File: src/rtl/inst_mem_loader.sv
// Boot-time instruction memory loader: receives a framed byte stream, checks
// length, word width and XOR checksum, writes 26-bit words and gates the core reset.
module inst_mem_loader #(
    parameter int          INST_W    = 26,
    parameter int          ADDR_W    = 10,
    parameter logic [7:0]  SYNC_BYTE = 8'hA5
) (
    input  logic              clk,
    input  logic              rst,
    input  logic [7:0]        in_data,
    input  logic              in_valid,
    output logic              in_ready,
    output logic              mem_we,
    output logic [ADDR_W-1:0] mem_addr,
    output logic [INST_W-1:0] mem_data,
    output logic              core_rst,
    output logic              done,
    output logic              error,
    output logic [ADDR_W:0]   words_loaded
);

    localparam logic [16:0] MAX_WORDS = 17'(2 ** ADDR_W);

    typedef enum logic [2:0] {
        S_SYNC,
        S_LEN_LO,
        S_LEN_HI,
        S_DATA,
        S_CHK,
        S_DONE,
        S_ERROR
    } state_t;

    state_t      state;
    state_t      state_next;

    logic [7:0]  checksum;
    logic [1:0]  byte_idx;
    logic [15:0] len;
    logic [23:0] word_buf;

    logic        accept;
    logic        commit;
    logic [31:0] word32;
    logic        word_too_wide;
    logic [16:0] len_rx;
    logic        last_word;

    // Flags and handshake depend on state alone, so they are glitch-free and
    // in_ready never loops back through in_valid.
    assign in_ready = (state != S_DONE) && (state != S_ERROR);
    assign done     = (state == S_DONE);
    assign error    = (state == S_ERROR);
    assign core_rst = (state != S_DONE);

    assign accept        = in_valid && in_ready;
    assign word32        = {in_data, word_buf};
    assign word_too_wide = |(word32 >> INST_W);
    assign len_rx        = {1'b0, in_data, len[7:0]};
    assign last_word     = (17'(words_loaded) + 17'd1) == {1'b0, len};

    always_ff @(posedge clk) begin
        // NOTE: sequential state uses non-blocking assignment so every flop samples pre-edge values.
        if (rst) begin
            state <= S_SYNC;
        end else begin
            state <= state_next;
        end
    end

    always_comb begin
        // NOTE: defaults first so no path through the case leaves a latch behind.
        state_next = state;
        commit     = 1'b0;
        case (state)
            S_SYNC: begin
                if (accept && in_data == SYNC_BYTE) begin
                    state_next = S_LEN_LO;
                end
            end
            S_LEN_LO: begin
                if (accept) begin
                    state_next = S_LEN_HI;
                end
            end
            S_LEN_HI: begin
                if (accept) begin
                    if (len_rx == 17'd0 || len_rx > MAX_WORDS) begin
                        state_next = S_ERROR;
                    end else begin
                        state_next = S_DATA;
                    end
                end
            end
            S_DATA: begin
                if (accept && byte_idx == 2'd3) begin
                    if (word_too_wide) begin
                        state_next = S_ERROR;
                    end else begin
                        commit = 1'b1;
                        if (last_word) begin
                            state_next = S_CHK;
                        end
                    end
                end
            end
            S_CHK: begin
                if (accept) begin
                    state_next = (in_data == checksum) ? S_DONE : S_ERROR;
                end
            end
            default: begin
                state_next = state;
            end
        endcase
    end

    always_ff @(posedge clk) begin
        if (rst) begin
            checksum     <= 8'd0;
            byte_idx     <= 2'd0;
            len          <= 16'd0;
            word_buf     <= 24'd0;
            mem_we       <= 1'b0;
            mem_addr     <= '0;
            mem_data     <= '0;
            words_loaded <= '0;
        end else begin
            mem_we <= commit;

            if (accept) begin
                case (state)
                    S_SYNC: begin
                        checksum <= 8'd0;
                    end
                    S_LEN_LO: begin
                        len[7:0] <= in_data;
                        checksum <= checksum ^ in_data;
                    end
                    S_LEN_HI: begin
                        len[15:8] <= in_data;
                        checksum  <= checksum ^ in_data;
                    end
                    S_DATA: begin
                        checksum <= checksum ^ in_data;
                        byte_idx <= byte_idx + 2'd1;
                        case (byte_idx)
                            2'd0:    word_buf[7:0]   <= in_data;
                            2'd1:    word_buf[15:8]  <= in_data;
                            2'd2:    word_buf[23:16] <= in_data;
                            default: word_buf        <= word_buf;
                        endcase
                    end
                    default: begin
                        checksum <= checksum;
                    end
                endcase
            end

            // The running word count doubles as the next write address.
            if (commit) begin
                mem_addr     <= words_loaded[ADDR_W-1:0];
                mem_data     <= word32[INST_W-1:0];
                words_loaded <= words_loaded + 1'b1;
            end
        end
    end

endmodule
File: config.mk
export PLATFORM = sky130hd
export DESIGN_NAME = inst_mem_loader
export DESIGN_NICKNAME = d
export VERILOG_FILES = /design/src/rtl/inst_mem_loader.sv
export SDC_FILE = /design/constraint.sdc
export NUM_CORES = 1
export LEC_CHECK = 0
export BUFFER_PORTS_ARGS = -buffer_cell sky130_fd_sc_hd__buf_4
export CORE_MARGIN = 2
export CORE_UTILIZATION = 33
export DETAILED_ROUTE_END_ITERATION = 8
export GPL_TIMING_DRIVEN = 1
export PLACE_DENSITY_LB_ADDON = 0.2
export SLEW_MARGIN = 25
export SYNTH_ARGS = -nofsm -noshare
export SYNTH_HDL_FRONTEND = slang
export SYNTH_SLANG_ARGS = --single-unit
File: constraint.sdc
create_clock -name clk -period 2.1 [get_ports clk]
set_input_delay 0.315 -clock clk [delete_from_list [all_inputs] [get_ports clk]]
set_output_delay 0.315 -clock clk [all_outputs]
set_load 0.02 [all_outputs]
==> flow_summary.json <==
{
  "status": "finished, final reports clean",
  "critPathBufInv": 0,
  "antenna_found_initial": 0,
  "finalCritPeriodShare_pct": 91.8,
  "slew_violations": 0,
  "coreArea_sq_um": 13300,
  "grt_overflow_total": 0,
  "cp_max_fo": 6,
  "finalSetupViolCount": 0,
  "drtIter0Drc": 318,
  "viasPerCell": 5.05,
  "die_x_microns": 121,
  "worst_setup_path_end_kind": "flop",
  "start_util_pct": 33.9,
  "via_count": 4166,
  "area_delta_synth_final_pct": 23.2,
  "synth_cells": 586,
  "synth_fa_ha_area_share_pct": 1.38,
  "synth_top_area_cell": "dfxtp_1",
  "cap_violations": 0,
  "synth-simple-area-share_pct": 27.5,
  "crit_chain": "ha_2 -> and2_1 -> a2111oi_1 -> a211oi_1 -> a22oi_2 -> a41o_1 -> a211oi_1",
  "crit_cells": 7,
  "cts_buffers": 9,
  "period_minus_slack_ns": 1.93,
  "critPathSlowestCell": "a2111oi_1",
  "synth_top_family_by_area": "simple AND/OR/NAND/NOR gates",
  "cts_max_path_buffers": 2,
  "clock_sinks": 101,
  "netlist_area_sq_um": 4530,
  "critPathLaunch": "words_loaded[1]",
  "cpMostUsedCell": "a211oi_1",
  "synth_compound_area_share_pct": 16.8,
  "p_per_area_nw_per_um2": 681,
  "dp_hpwl_microns": 8520,
  "nNetsFinal": 660,
  "worst_slew_pin_slew_ns": 0.584,
  "path_clk_slew_ns": 0.07,
  "ys_seq_area_share_pct": 44.6,
  "cts_tree": "yes",
  "max_stage_delay_ns": 0.39,
  "finalPower_uw": 3800,
  "synth.area.top_cells": "dfxtp_1 (45%), nand2_1 (12%), a21oi_1 (9.2%), nand3_1 (3.2%), xnor2_1 (2.9%)",
  "gp_congestion": 0.912,
  "cts_root_buffer": "clkbuf_16",
  "yosysMostFrequentCell": "nand2_1",
  "hold_depth": 3,
  "critical_path_class": "reg -> reg",
  "antenna_cells": 0,
  "core.rowCount": 42,
  "netlist_top_cells_count": "nand2_1 (147), dfxtp_1 (101), a21oi_1 (83)",
  "io_buffer_count": 62,
  "required_ns": 2.33,
  "rr_worst_depth": 7,
  "drive_gt1_share_pct": 18.0,
  "synth-edff-count": 0,
  "clock_latency_ns": 0.34,
  "synth_top_area_share_pct": 44.6,
  "p_leak_uw": 0.00200,
  "ios": 63,
  "wl_per_cell_microns": 14.9,
  "ys_warn_count": 0,
  "synthArstFlopShare_pct": 0,
  "syn_nets": 602,
  "min_from": "in_data[3]",
  "drc_errors": 0,
  "reg2reg_from": "words_loaded[1]",
  "grt_max_degree": 48,
  "grtUsageTotal_pct": 17.3,
  "synth_mux_area_share_pct": 0.221,
  "worstHoldPathType": "in -> reg",
  "setup_tns_ns": 0,
  "grt_pass1_vias": 4030,
  "ys_ff_latch": 101,
  "grt_pass1_wl_microns": 20200,
  "die_y_microns": 121,
  "max-slew-margin-rel_pct": 60.9,
  "synthFlopType": "dfxtp_1",
  "cts_setup_buffers": 0,
  "fmax_mhz": 519,
  "synth_xor_xnor_area_share_pct": 4.45,
  "h-tree-depth": 3,
  "hold_violations": 0,
  "rsz0062_at_grt": "no",
  "totalWireLength_microns": 12300,
  "arrival_ns": 2.16,
  "syn_area_per_cell_sq_um": 7.73,
  "first_pass_iters": 4,
  "ant_nets": 0,
  "dieArea_sq_um": 14700,
  "startpoint_type": "flop",
  "synth_cell_types": 51,
  "finClkSkew_ns": 0.00890,
  "crit_family": "compound AO/OA/AOI/OAI gates",
  "vdd_drop_max_v": 0.000406
}
cells in the final DEF, fill, tap and decap left out, types with 9 or more instances in the layout:
| cell | Yosys | routed |
|---|---|---|
| buf_4 | 1 | 89 |
| clkbuf_16 | 0 | 9 |
| a21oi_1 | 83 | 83 |
| nand3_1 | 29 | 29 |
| xnor2_1 | 15 | 15 |
| nor2b_1 | 15 | 15 |
| o21ai_0 | 13 | 13 |
| nand2_1 | 147 | 147 |
| nor3_1 | 14 | 13 |
| dfxtp_1 | 101 | 101 |
| nor2_1 | 34 | 34 |
metal layers:
metal	vias to the layer above	wire [microns]	GRT usage, %
li1	2101	-	-
met1	1947	5650	22.9
met2	107	5830	28.0
met3	11	714	3.57
met4	0	121	5.75
met5	-	0	0
cell families (layout without fill, tap and decap cells):
logic type	Yosys count	count (layout)
compound gates	130	130
xor+xnor	23	23
fa+ha+maj	5	5
buf+inv	52	115
flops	101	101
mux	1	1
simple gates	274	274
flip-flops by register name, indices dropped and copies added (netlist names):
name	count
checksum	8
word_buf	24
byte_idx	2
mem_data	26
len	16
mem_addr	10
state	3
mem_we	1
words_loaded	11
layout make-up:
type,count,area [sq um]
fill,1411,7760
multi-input combinational,433,2290
sequential,101,2020
timing repair buffer,91,708
clock buffer,10,239
tap,176,220
clock inverter,6,75.1
inverter,8,30.0
path summary, 6_finish.rpt:
path,to,slack [ns]
worst max-delay path,state[0],0.17
worst min-delay path,len[11],0.29
worst max register to register,state[0],0.17
worst min register to register,mem_data[23],0.46
report_power, final:
part           internal, uW  total [uW]  switching (uW)
registers              1910        1920           0.976
clock network           979        1750             774
logic                  41.4         133            91.9
timing repair:
item,4_1_cts,5_1_grt
resized for setup,0,3
hold buffers,0,0
endpoints found under the setup margin,0,3
endpoints found under the hold margin,0,0
per-stage QoR:
step	cell area [sq um]	utilization (%)	cells	hold slack [ns]	setup WS, ns
CTS	5570	41.8	825	0.275	0.0867
finish	5580	41.8	825	0.290	0.173
global placement	5260	39.4	809	0.440	0.196
global route	5580	41.8	825	0.291	0.00919
floorplan	4530	-	586	0.431	0.150
detailed placement	5260	39.4	809	0.448	0.0981
tightest hold or removal path, delay by kind of cell:
kind,cells,cell delay [ns]
buffers and inverters,1,0.15
AO/OA/AOI/OAI,1,0.05
AND/OR/NAND/NOR,1,0.06
(Power assumes the default switching activity.)
